File: config.mk
export PLATFORM = sky130hd
export DESIGN_NAME = avalon_burst_writer_flat
export DESIGN_NICKNAME = d
export VERILOG_FILES = /design/src/rtl/avalon_burst_writer_if.sv /design/src/rtl/avalon_burst_writer.sv /design/src/flat_wrapper.sv
export SDC_FILE = /design/constraint.sdc
export NUM_CORES = 1
export LEC_CHECK = 0
export ABC_AREA = 1
export CAP_MARGIN = 20
export CORE_ASPECT_RATIO = 1.4
export CORE_MARGIN = 5
export CORE_UTILIZATION = 30
export CTS_BUF_LIST = sky130_fd_sc_hd__clkbuf_4 sky130_fd_sc_hd__clkbuf_8 sky130_fd_sc_hd__clkbuf_16
export DETAILED_ROUTE_END_ITERATION = 7
export GPL_TIMING_DRIVEN = 0
export PLACE_DENSITY_LB_ADDON = 0.3
export SLEW_MARGIN = 20
export SYNTH_ARGS = -nofsm -noshare
export SYNTH_HDL_FRONTEND = slang
export SYNTH_SLANG_ARGS = --single-unit
File: constraint.sdc
create_clock -name clk -period 3.79 [get_ports clk]
set_input_delay 0.9475 -clock clk [delete_from_list [all_inputs] [get_ports clk]]
set_output_delay 0.9475 -clock clk [all_outputs]
set_load 0.01 [all_outputs]
File: src/rtl/avalon_burst_writer_if.sv
// Bus bundle for avalon_burst_writer: the sample RAM read port plus the
// Avalon-MM write master signals.
//   master modport : used by the writer (drives RAM address/enable and the
//                    Avalon request, receives RAM data, stall and response).
//   slave modport  : used by whatever models the RAM and the Avalon slave.
interface avalon_burst_writer_if #(
    parameter int DATA_W  = 16,
    parameter int ADDR_W  = 32,
    parameter int SAMP_AW = 9
);
    logic [SAMP_AW-1:0]  mem_addr;
    logic                mem_rd_en;
    logic [DATA_W-1:0]   mem_rdata;
    logic [ADDR_W-1:0]   av_address;
    logic                av_write;
    logic [DATA_W-1:0]   av_writedata;
    logic [DATA_W/8-1:0] av_byteenable;
    logic                av_waitrequest;
    logic                av_writeresponsevalid;
    logic [1:0]          av_response;

    modport master (
        output mem_addr, mem_rd_en,
        input  mem_rdata,
        output av_address, av_write, av_writedata, av_byteenable,
        input  av_waitrequest, av_writeresponsevalid, av_response
    );

    modport slave (
        input  mem_addr, mem_rd_en,
        output mem_rdata,
        input  av_address, av_write, av_writedata, av_byteenable,
        output av_waitrequest, av_writeresponsevalid, av_response
    );
endinterface

File: src/rtl/avalon_burst_writer.sv
// avalon_burst_writer: after start, reads NUM_SAMPLES words from a sample RAM
// (synchronous read port) and writes each one to an Avalon-MM slave at an
// incrementing byte address, honouring waitrequest and the write response.
// Non-OKAY responses are retried up to MAX_RETRY times with the same data
// before the transfer aborts.
// Ports:
//   clk, rst    clock; asynchronous active-high reset
//   start       begin a transfer (only looked at in IDLE)
//   busy        high in every state except IDLE
//   done        one-cycle pulse on successful completion
//   error       sticky abort flag, cleared by reset or an accepted start
//   words_sent  words acknowledged OKAY in the current transfer
//   bus         RAM read port + Avalon write master (master modport)
module avalon_burst_writer #(
    parameter int              DATA_W      = 16,
    parameter int              ADDR_W      = 32,
    parameter int              SAMP_AW     = 9,
    parameter int              NUM_SAMPLES = 512,
    parameter logic [ADDR_W-1:0] BASE_ADDR = '0,
    parameter int              MAX_RETRY   = 3
) (
    input  logic                 clk,
    input  logic                 rst,
    input  logic                 start,
    output logic                 busy,
    output logic                 done,
    output logic                 error,
    output logic [SAMP_AW:0]     words_sent,
    avalon_burst_writer_if.master bus
);

    localparam int               BYTES    = DATA_W / 8;
    localparam logic [SAMP_AW-1:0] LAST_IDX = SAMP_AW'(NUM_SAMPLES - 1);
    localparam logic [3:0]       MAX_R    = 4'(MAX_RETRY);

    typedef enum logic [2:0] {
        S_IDLE, S_FETCH, S_LOAD, S_WRITE, S_RESP, S_DONE, S_ERR
    } state_t;

    state_t              state_q, state_d;
    logic [SAMP_AW-1:0]  idx_q, idx_d;
    logic [3:0]          retry_q, retry_d;
    logic [SAMP_AW:0]    ws_q, ws_d;
    logic [DATA_W-1:0]   wdata_q, wdata_d;
    logic                err_q, err_d;
    logic [ADDR_W-1:0]   addr;

    always_ff @(posedge clk or posedge rst) begin
        if (rst) begin
            state_q <= S_IDLE;
            idx_q   <= '0;
            retry_q <= '0;
            ws_q    <= '0;
            wdata_q <= '0;
            err_q   <= 1'b0;
        end else begin
            state_q <= state_d;
            idx_q   <= idx_d;
            retry_q <= retry_d;
            ws_q    <= ws_d;
            wdata_q <= wdata_d;
            err_q   <= err_d;
        end
    end

    always_comb begin
        state_d = state_q;
        idx_d   = idx_q;
        retry_d = retry_q;
        ws_d    = ws_q;
        wdata_d = wdata_q;
        err_d   = err_q;
        case (state_q)
            S_IDLE: begin
                if (start) begin
                    state_d = S_FETCH;
                    err_d   = 1'b0;
                    idx_d   = '0;
                    retry_d = '0;
                    ws_d    = '0;
                end
            end
            S_FETCH: state_d = S_LOAD;
            S_LOAD: begin
                // RAM data is valid the cycle after the read enable.
                wdata_d = bus.mem_rdata;
                state_d = S_WRITE;
            end
            S_WRITE: begin
                if (!bus.av_waitrequest) state_d = S_RESP;
            end
            S_RESP: begin
                if (bus.av_writeresponsevalid) begin
                    if (bus.av_response == 2'b00) begin
                        ws_d = ws_q + 1'b1;
                        // Terminal check before the increment keeps idx from wrapping.
                        if (idx_q == LAST_IDX) begin
                            state_d = S_DONE;
                        end else begin
                            idx_d   = idx_q + 1'b1;
                            retry_d = '0;
                            state_d = S_FETCH;
                        end
                    end else if (retry_q < MAX_R) begin
                        // Retry reuses wdata_q and idx; no RAM re-read.
                        retry_d = retry_q + 1'b1;
                        state_d = S_WRITE;
                    end else begin
                        err_d   = 1'b1;
                        state_d = S_ERR;
                    end
                end
            end
            S_DONE:  state_d = S_IDLE;
            S_ERR:   state_d = S_IDLE;
            default: state_d = S_IDLE;
        endcase
    end

    assign addr = BASE_ADDR + ADDR_W'(idx_q) * ADDR_W'(BYTES);

    // Outputs decode the registered state, so the async reset clears them at once.
    assign busy              = (state_q != S_IDLE);
    assign done              = (state_q == S_DONE);
    assign error             = err_q;
    assign words_sent        = ws_q;
    assign bus.mem_rd_en     = (state_q == S_FETCH);
    assign bus.mem_addr      = bus.mem_rd_en ? idx_q : '0;
    assign bus.av_write      = (state_q == S_WRITE);
    assign bus.av_address    = bus.av_write ? addr : '0;
    assign bus.av_writedata  = bus.av_write ? wdata_q : '0;
    assign bus.av_byteenable = {BYTES{bus.av_write}};

endmodule

File: src/flat_wrapper.sv
// flat-port wrapper written by rule: the top's interface ports become plain ports
module avalon_burst_writer_flat 
#(
    parameter int              DATA_W      = 16,
    parameter int              ADDR_W      = 32,
    parameter int              SAMP_AW     = 9,
    parameter int              NUM_SAMPLES = 512,
    parameter logic [ADDR_W-1:0] BASE_ADDR = '0,
    parameter int              MAX_RETRY   = 3
)
  (clk, rst, start, busy, done, error, words_sent, bus_mem_addr, bus_mem_rd_en, bus_mem_rdata, bus_av_address, bus_av_write, bus_av_writedata, bus_av_byteenable, bus_av_waitrequest, bus_av_writeresponsevalid, bus_av_response);
  avalon_burst_writer_if #(.DATA_W(DATA_W), .ADDR_W(ADDR_W), .SAMP_AW(SAMP_AW)) bus_i ();
  input  logic clk;
  input  logic rst;
  input  logic start;
  output logic busy;
  output logic done;
  output logic error;
  output logic [SAMP_AW:0] words_sent;
  output wire logic [$bits(bus_i.mem_addr)-1:0] bus_mem_addr;
  output wire logic [$bits(bus_i.mem_rd_en)-1:0] bus_mem_rd_en;
  input wire logic [$bits(bus_i.mem_rdata)-1:0] bus_mem_rdata;
  output wire logic [$bits(bus_i.av_address)-1:0] bus_av_address;
  output wire logic [$bits(bus_i.av_write)-1:0] bus_av_write;
  output wire logic [$bits(bus_i.av_writedata)-1:0] bus_av_writedata;
  output wire logic [$bits(bus_i.av_byteenable)-1:0] bus_av_byteenable;
  input wire logic [$bits(bus_i.av_waitrequest)-1:0] bus_av_waitrequest;
  input wire logic [$bits(bus_i.av_writeresponsevalid)-1:0] bus_av_writeresponsevalid;
  input wire logic [$bits(bus_i.av_response)-1:0] bus_av_response;
  assign bus_mem_addr = bus_i.mem_addr;
  assign bus_mem_rd_en = bus_i.mem_rd_en;
  assign bus_i.mem_rdata = bus_mem_rdata;
  assign bus_av_address = bus_i.av_address;
  assign bus_av_write = bus_i.av_write;
  assign bus_av_writedata = bus_i.av_writedata;
  assign bus_av_byteenable = bus_i.av_byteenable;
  assign bus_i.av_waitrequest = bus_av_waitrequest;
  assign bus_i.av_writeresponsevalid = bus_av_writeresponsevalid;
  assign bus_i.av_response = bus_av_response;
  avalon_burst_writer #(.DATA_W(DATA_W), .ADDR_W(ADDR_W), .SAMP_AW(SAMP_AW), .NUM_SAMPLES(NUM_SAMPLES), .BASE_ADDR(BASE_ADDR), .MAX_RETRY(MAX_RETRY)) u_core (.clk(clk), .rst(rst), .start(start), .busy(busy), .done(done), .error(error), .words_sent(words_sent), .bus(bus_i));
endmodule
==> results of run 1 <==
## area by class of cell
cell class                      instances  area share, %
Inverter                               55          5.544
Multi-Input combinational cell        246          31.52
Buffer                                 34          6.586
Tap cell                              105          3.528
Clock inverter                          3         0.4032
Sequential cell                        43          28.90
Timing Repair Buffer                   74          20.16
Clock buffer                            5          3.360
## power breakdown
group          leakage, nW  internal [mW]  switching [mW]  total (mW)
Sequential           0.547          0.574          0.0605       0.635
Combinational         1.22          0.388           0.540       0.928
Clock               0.0733          0.240           0.175       0.415
Total                 1.84           1.20           0.775        1.98
## worst paths after layout
check	start	to
max reg2reg	u_core.idx_q[2]	u_core.idx_q[1]
min reg2reg	u_core.retry_q[1]	u_core.retry_q[1]
min	u_core.retry_q[1]	u_core.retry_q[1]
max	u_core.state_q[2]	bus_av_byteenable[0]
max in group asynchronous	rst	u_core.retry_q[2]
min in group asynchronous	rst	u_core.wdata_q[15]
## logic make-up (layout without fill, tap and decap cells)
group | count (synthesis) | count (layout)
other cells | 1 | 23
compound gates | 42 | 42
flops | 43 | 43
xor+xnor | 3 | 3
buf+inv | 89 | 171
fa+ha+maj | 4 | 4
simple gates | 174 | 174
## worst max-delay path, stage by stage (launching register included)
cell and delay, ns:
dfrtp_1 0.45, inv_2 0.14, nand3_1 0.35, buf_2 0.33, inv_1 0.11, buf_4 0.11, clkdlybuf4s50_1 0.52
## layout by cell type (no fill, tap or decap), drive strengths merged
cell type	n
nand2	68
nor2	72
clkbuf	7
dfrtp	43
o21ai	21
nand3b	1
clkdlybuf4s50	73
a21oi	18
conb	23
ha	4
clkinv	4
nor3	3
nand4	9
inv	54
xor2	3
buf	33
nand3	21
a21o	1
o21bai	2
## registers in the layout, summed over array words and instances (netlist names)
register,flops
u_core.wdata_q,16
u_core.words_sent,10
u_core.idx_q,9
u_core.retry_q,4
u_core.state_q,3
u_core.error,1
## metal layers
layer	track usage [%]	part of all wire (%)	up-vias
met2	22.58	51	75
met4	3.818	1.6	0
met3	2.863	7.3	11
met5	0	0	-
li1	-	-	1258
met1	14.92	40	1126
==> results by group, run 1 <==
Logic synthesis
  • Ys async rst share: 100.0%
  • Commonest cells in the netlist: 69 x nor2_1, 64 x nand2_1, 53 x inv_1
  • Post-Synth Adder-Cell Area: approximately 1.9%
  • Largest family of logic cells by synthesized area: simple AND/OR/NAND/NOR gates
  • Mux contribution to synthesized area: 0%
  • Synth warn: 0
  • Post-synth EDFFs: 0
  • Register area share after synthesis: 41.09%
  • Library cells used by synthesis: 30
  • Synthesis-stage register bit count: 43
  • Synth top area share: 41.09%
  • Post-synthesis compound-gate area fraction: under 10%
  • Top cells by area, synth: dfrtp_1 41%, nor2_1 9.9%, nand2_1 9.2%, buf_4 7.7%, inv_1 7.6%
  • XOR/XNOR Fraction of Synth Area: ~1%
  • Post-Syn Area per Cell: between 7 and 8 um2
  • Cells after Synth: 356
  • Largest area contributor in the netlist: dfrtp_1
  • Simple-gate share of the synthesized area: 29.43%
  • Synth Cell Area: 0.002619 mm2
  • Ys flop type: dfrtp_1
  • Top-count cell post-synth: nor2_1

Job
  • Maxcap violations: 0

Timing
  • Pins Over Slew Limit: 0
  • Final worst-path cycle share: 85.39%
  • Unrepaired setup endpoints after global routing: no
  • F_max: approximately 310 MHz
  • Fin Setup TNS: 0 ns
  • Clock skew: between 0.007 and 0.008 ns
  • Min cycle time layout: around 3.2 ns
  • Setup slack after layout: 0.5539 ns
  • Fin. Hold Viols: 0
  • Hold slack: roughly 0.48 ns
  • Setup violators final: 0

Worst setup path
  • CP required: between 2 and 3 ns
  • Critical Path Source Type: flip-flop
  • Arrival time worst endpoint: approximately 2.3 ns
  • R2r setup slk: 1.79 ns
  • Setup CP Type: reg -> out
  • FF-to-FF path depth: 12
  • Worst-path fanout max: 10
  • Setup crit end kind: output port

Floorplan
  • Num rows: 40
  • Die Y: around 120 um
  • IO Count: between 90 and 100
  • Die Width: roughly 89 um
  • Starting Density: 30.60%
  • Die area: 0.01072 mm2
  • Core area: approximately 0.0086 mm2

Route
  • Final wirelength: approximately 6.7 mm
  • DR iter-0 viols: between 80 and 90
  • DR DRC count: 0
  • Avg WL per Cell: about 12 um
  • DRT antenna net count: 0
  • Pre-antenna DRT Iters: 4
  • Vias/cell: between 4 and 5
  • Via Count: 2470

Global route
  • Vias in the first global route: between 2000 and 2500
  • GR Overflow Total: 0
  • GRT Overall Usage: about an eighth
  • Initial antenna violation count: 0
  • Global-route wire length before repair: around 11 mm
  • Largest net degree at the start of global routing: 29

Hold path
  • Hold WC Path Type: reg -> reg
  • Hold depth: 2

Clock tree
  • Resize count post-CTS: 0
  • Postcts setup bufs: 0
  • Worst-skew pair later-pin latency: roughly 0.28 ns
  • CTS Buf Count: 5
  • CTS tree: yes
  • Buffer depth of the longest clock path: 2
  • Hold buffers post-CTS: 0
  • H-tree levels: 2
  • Clock slew at reported path FFs: roughly 0.060 ns
  • Clock sinks: 43
  • Clock root cell: clkbuf_16

Placement
  • Port bufs: 73
  • Dpl cell area: around 0.0036 mm2
  • Pre-CTS setup slack: between 0.8 and 0.9 ns
  • DP Wirelength: ~5.2 mm
  • GPL Wtd Cong: between 0.7 and 0.8
  • Placed cell count: approximately 560

Cells and area
  • Fin nets: 486
  • Reg area: between 0.001 and 0.0015 mm2
  • Antenna Diode Count: 0
  • # fillers: a little under 900
  • Area grow syn2layout: 42.19%
  • Layout Cells excl Fill: ~570
  • Layout cells sized above 1: 12.61%
  • Area of the multi-input gates: ~0.0012 mm2
  • Utilization after layout: a little over two fifths
  • Final Cell Area: around 0.0037 mm2

Power
  • Power, Total: between 1.5 and 2 mW
  • Pleak: between 1.5 and 2 nW
  • PD cells: between 500 and 600 mW/mm2
  • Max VDD drop: 233.2 uV

Run status
  • Status: completed
(Power assumes the default switching activity.)
==> run 2, diff against run 1 <==
--- a/config.mk
+++ b/config.mk
@@ -7,13 +7,14 @@
 export LEC_CHECK = 0
 export ABC_AREA = 1
 export CAP_MARGIN = 20
-export CORE_ASPECT_RATIO = 1.4
+export CORE_ASPECT_RATIO = 0.5
 export CORE_MARGIN = 5
 export CORE_UTILIZATION = 30
 export CTS_BUF_LIST = sky130_fd_sc_hd__clkbuf_4 sky130_fd_sc_hd__clkbuf_8 sky130_fd_sc_hd__clkbuf_16
 export DETAILED_ROUTE_END_ITERATION = 7
 export GPL_TIMING_DRIVEN = 0
 export PLACE_DENSITY_LB_ADDON = 0.3
+export RECOVER_POWER = 100
 export SLEW_MARGIN = 20
 export SYNTH_ARGS = -nofsm -noshare
 export SYNTH_HDL_FRONTEND = slang
==> results by group, run 2 (synthesis results as in run 1) <==
Route
  • Vias/cell: 4.191
  • Final wirelength: approximately 6.6 mm
  • DR iter-0 viols: 85
  • DR DRC count: 0
  • Pre-antenna DRT Iters: 4
  • DRT antenna net count: 0
  • Avg WL per Cell: 11.39 um
  • Via Count: approximately 2400

Timing
  • Setup violators final: 0
  • Fin. Hold Viols: 0
  • F_max: a little under 300 MHz
  • Final worst-path cycle share: ~90%
  • Normalized max-slew margin: approximately 15%
  • Slew @ Worst Pin: approximately 1.3 ns
  • Clock skew: a little under 0.004 ns
  • Unrepaired setup endpoints after global routing: no
  • Pins Over Slew Limit: 0
  • Min cycle time layout: around 3.4 ns
  • Fin Setup TNS: 0 ns

Clock tree
  • CTS tree: yes
  • Hold buffers post-CTS: 0
  • Clock slew at reported path FFs: ~0.06 ns
  • Postcts setup bufs: 0
  • Worst-skew pair later-pin latency: about 0.28 ns
  • CTS Buf Count: 5
  • Buffer depth of the longest clock path: 2
  • Clock sinks: 43
  • Clock root cell: clkbuf_16
  • Resize count post-CTS: 0
  • H-tree levels: 2

Worst setup path
  • CP dominant cell by count: inv_1
  • Critical path's largest stage delay: just under 0.6 ns
  • FF-to-FF path depth: 11
  • Setup CP Type: reg -> out
  • Setup crit end kind: output port
  • Crit path max-delay cell type: dlygate4sd3_1
  • CP required: around 2.8 ns
  • Crit-path cells: inv_1 > nand3_1 > buf_2 > inv_1 > buf_4 > dlygate4sd3_1
  • Arrival time worst endpoint: 2.48 ns
  • Worst-path fanout max: 10
  • Critical Path Source Type: flip-flop

Global route
  • Initial antenna violation count: 0
  • GRT Overall Usage: 12.28%
  • Global-route wire length before repair: 11.10 mm
  • Vias in the first global route: 2329
  • Largest net degree at the start of global routing: 24
  • GR Overflow Total: 0

Cells and area
  • Largest register FFs: 16
  • Area grow syn2layout: 41.09%
  • Most common library cell in the layout ignoring fill and taps: nor2_1
  • Layout Cells excl Fill: approximately 580
  • Antenna Diode Count: 0
  • Reg with most FFs: u_core.wdata_q
  • Fin nets: 486
  • Layout cells sized above 1: 9.368%
  • Most frequent cells in the layout: 71 x nor2_1, 65 x nand2_1, 54 x inv_1, 47 x dlygate4sd3_1, 43 x dfrtp_1

Floorplan
  • Die Width: 142.1 um
  • Starting Density: a little under a third
  • Die Y: between 70 and 80 um
  • Num rows: 24
  • IO Count: 97
  • Die area: ~0.011 mm2
  • Core area: approximately 0.0086 mm2

Power
  • Combinational power share: 43.3%
  • Register share of total power: between 30% and 40%
  • Clk pwr share: between 20% and 30%
  • Pleak: 1.964 nW
  • Power, Total: 1.951 mW
  • P_sw: 737.3 uW
  • PD cells: around 530 mW/mm2
  • Sw Share: between 30 and 40%
  • Max VDD drop: around 290 uV
  • Pint: around 1.2 mW

Hold path
  • Hold WC Path Type: reg -> reg
  • Hold depth: 2

Placement
  • DP Wirelength: about 5 mm
  • Port bufs: 73
  • GPL Wtd Cong: between 0.7 and 0.8
  • Placed cell count: 569

Job
  • Maxcap violations: 0

Run status
  • Status: completed
-- run 2: cell count changes in the layout (fill, tap and decap cells not counted), moves of 3 or more --
cell	previous run	this run
dlygate4sd3_1	0	47
o21ai_0	10	17
clkbuf_1	2	7
clkinv_2	3	0
clkdlybuf4s50_1	73	26
o21ai_1	6	2
o21ai_2	5	2
-- run 2: per-stage QoR --
| step | util, % | hold WS, ns | setup slack [ns] | area [um2] |
|---|---|---|---|---|
| final | 42.87 | 0.4782 | 0.3621 | 3695 |
| after global routing | 42.87 | 0.4998 | 0.1658 | 3695 |
| after CTS | 43.64 | 0.4848 | 0.4819 | 3761 |
| after detailed placement | 41.75 | 0.4724 | 0.7886 | 3598 |
| after global placement | 41.52 | 0.4643 | 0.7895 | 3578 |
| after floorplan | - | 0.4459 | 1.615 | 2701 |
-- run 2: layout make-up --
| type | instances | area (um2) |
|---|---|---|
| well taps | 117 | 146.4 |
| clock buffers | 6 | 132.6 |
| multi-input cells | 246 | 1141 |
| plain buffers | 34 | 227.7 |
| clock inverters | 1 | 30.03 |
| fillers | 903 | 4923 |
| repair buffers | 74 | 734.5 |
| flip-flops and latches | 43 | 1076 |
| inverters | 55 | 206.4 |
-- run 2: final timing paths --
path | end | start | slack, ns
max in group asynchronous | u_core.retry_q[0] | rst | 0.89
max | bus_av_byteenable[0] | u_core.state_q[2] | 0.36
min reg2reg | u_core.retry_q[1] | u_core.retry_q[1] | 0.48
min | u_core.retry_q[1] | u_core.retry_q[1] | 0.48
min in group asynchronous | u_core.wdata_q[11] | rst | 1.26
max reg2reg | u_core.idx_q[5] | u_core.idx_q[4] | 1.27
-- run 2: critical path, delay by kind of cell, from the launching register on --
kind / cells / cell delay, ns
buffers and inverters: 5 / 1.34
and+or+nand+nor: 1 / 0.40
DFF: 1 / 0.45
-- run 2: per-layer routing --
metal | share of wire [%] | GRT usage [%] | up-vias
met3 | 6.5 | 3.448 | 8
met5 | 0 | 0 | -
met4 | 1.4 | 2.778 | 0
met1 | 46 | 15.98 | 1087
li1 | - | - | 1256
met2 | 46 | 20.27 | 63
-- run 2: power groups by stage --
stage	Clock (mW)	Sequential, mW	Combinational, mW
2_1_floorplan	0	0.637	0.585
3_3_place_gp	0	0.640	0.933
3_5_place_dp	0	0.644	0.946
4_1_cts	0.496	0.635	0.949
5_1_grt	0.517	0.641	0.963
6_report	0.475	0.630	0.846
==> run 3, diff against run 2 <==
--- a/config.mk
+++ b/config.mk
@@ -11,10 +11,12 @@
 export CORE_MARGIN = 5
 export CORE_UTILIZATION = 30
 export CTS_BUF_LIST = sky130_fd_sc_hd__clkbuf_4 sky130_fd_sc_hd__clkbuf_8 sky130_fd_sc_hd__clkbuf_16
+export CTS_CLUSTER_SIZE = 10
 export DETAILED_ROUTE_END_ITERATION = 7
 export GPL_TIMING_DRIVEN = 0
 export PLACE_DENSITY_LB_ADDON = 0.3
 export RECOVER_POWER = 100
+export SETUP_SLACK_MARGIN = 0.5
 export SLEW_MARGIN = 20
 export SYNTH_ARGS = -nofsm -noshare
 export SYNTH_HDL_FRONTEND = slang
==> constraint.sdc (replaced) <==
create_clock -name clk -period 3.79 [get_ports clk]
set_input_delay 0.379 -clock clk [delete_from_list [all_inputs] [get_ports clk]]
set_output_delay 0.379 -clock clk [all_outputs]
set_load 0.01 [all_outputs]
==> results by group, run 3 (synthesis results as in run 1) <==
Power
  • PD cells: about 530 mW/mm2
  • Pleak: around 2.0 nW
  • Max VDD drop: about 290 uV

Floorplan
  • Die Y: around 76 um
  • Starting Density: roughly 30%
  • Num rows: 24
  • IO Count: 97
  • Die area: 0.01081 mm2
  • Die Width: between 100 and 150 um
  • Core area: approximately 0.0086 mm2

Clock tree
  • Buffer depth of the longest clock path: 2
  • CTS tree: yes
  • Clock root cell: clkbuf_16
  • Clock sinks: 43
  • Worst-skew pair later-pin latency: around 0.28 ns
  • Postcts setup bufs: 0
  • Resize count post-CTS: 0
  • Hold buffers post-CTS: 0
  • Clock slew at reported path FFs: 0.06 ns
  • H-tree levels: 2
  • CTS Buf Count: 5

Run status
  • Status: completed

Route
  • DRT antenna net count: 0
  • DR iter-0 viols: 90
  • Vias/cell: around 4.2
  • Avg WL per Cell: between 10 and 15 um
  • Final wirelength: around 6.6 mm
  • DR DRC count: 0
  • Via Count: between 2000 and 2500
  • Pre-antenna DRT Iters: 4

Cells and area
  • Most common library cell in the layout ignoring fill and taps: nor2_1
  • Largest register FFs: 16
  • Antenna Diode Count: 0
  • Most frequent cells in the layout: 71 x nor2_1, 66 x nand2_1, 54 x inv_1, 50 x dlygate4sd3_1, 43 x dfrtp_1
  • Area grow syn2layout: 40.61%
  • Layout cells sized above 1: roughly 8.7%
  • Reg with most FFs: u_core.wdata_q
  • Fin nets: 486

Worst setup path
  • Worst Setup EP: bus_av_byteenable[0]
  • R2r setup slk: ~1.3 ns
  • CP startpoint: u_core.state_q[2]
  • CP required: 3.41 ns
  • Critical Path Source Type: flip-flop
  • Worst-path fanout max: 10
  • Setup crit end kind: output port
  • R2r endpoint: u_core.idx_q[5]
  • Setup CP Type: reg -> out
  • Arrival time worst endpoint: around 2.5 ns
  • FF-to-FF path depth: 11
  • Worst R2R Start: u_core.idx_q[4]

Timing
  • Final worst-path cycle share: 77.13%
  • Setup slack after layout: roughly 0.87 ns
  • Fin Setup TNS: 0 ns
  • Min cycle time layout: about 2.9 ns
  • Pins Over Slew Limit: 0
  • Fin. Hold Viols: 0
  • Unrepaired setup endpoints after global routing: no
  • Slew @ Worst Pin: 1.299 ns
  • Normalized max-slew margin: 13.43%
  • Setup violators final: 0
  • Clock skew: 0.003502 ns
  • F_max: 342.1 MHz

Global route
  • Largest net degree at the start of global routing: 24
  • GRT Overall Usage: between 10% and 20%
  • Vias in the first global route: between 2000 and 2500
  • Initial antenna violation count: 0
  • GR Overflow Total: 0
  • Global-route wire length before repair: between 10 and 15 mm

Placement
  • Pre-CTS setup slack: between 1 and 1.5 ns
  • GPL Wtd Cong: slightly below 0.8
  • DP Wirelength: between 4 and 5 mm
  • Port bufs: 73

Job
  • Maxcap violations: 0

Hold path
  • Hold WC Path Type: reg -> reg
-- run 3: where the power goes --
| group | switching [mW] | internal (mW) | total [mW] |
|---|---|---|---|
| logic | 0.516 | 0.320 | 0.836 |
| registers | 0.0535 | 0.575 | 0.628 |
| clock network | 0.162 | 0.314 | 0.476 |
| total | 0.731 | 1.21 | 1.94 |
-- run 3: worst min-delay path by stage --
stage                     slack, ns                  to  cells after the start         startpoint
final                          0.48   u_core.retry_q[1]                      2  u_core.retry_q[1]
after global routing           0.50   u_core.retry_q[1]                      2  u_core.retry_q[1]
after CTS                      0.45  u_core.wdata_q[11]                      2                rst
after detailed placement       0.47   u_core.retry_q[1]                      2  u_core.retry_q[1]
after global placement         0.46   u_core.retry_q[1]                      2  u_core.retry_q[1]
after floorplan                0.45   u_core.retry_q[1]                      2  u_core.retry_q[1]
-- run 3: layer usage --
layer	up-vias	global-route usage (%)	share of wire, %
li1	1257	-	-
met1	1091	15.98	47
met2	58	20.27	45
met3	8	3.448	6.2
met4	0	2.778	1.4
met5	-	0	0
-- run 3: layout make-up --
cell class | instances | area, um2
buffer | 34 | 226.5
clock buffer | 6 | 132.6
clock inverter | 1 | 30.03
fill | 910 | 4936
inverter | 55 | 206.4
multi-input combinational | 246 | 1130
sequential | 43 | 1076
tap | 117 | 146.4
timing repair buffer | 74 | 734.5
-- run 3: critical path, stage by stage (launching register included) --
cell and delay, ns:
dfrtp_1 0.41, inv_1 0.15, nand3_1 0.39, clkbuf_1 0.43, inv_1 0.13, buf_4 0.16
dlygate4sd3_1 0.59
-- run 3: metrics by stage --
stage                     utilization (%)  cell area, um2  instances  hold slack (ns)  power (mW)
after floorplan                         -            2701        378           0.4459       1.222
after global placement              41.52            3578        568           0.4643       1.574
after detailed placement            41.75            3598        569           0.4724       1.589
after CTS                           43.64            3761        576           0.4533       2.081
after global routing                42.73            3682        576           0.4998       2.111
final                               42.73            3682        576           0.4791       1.940
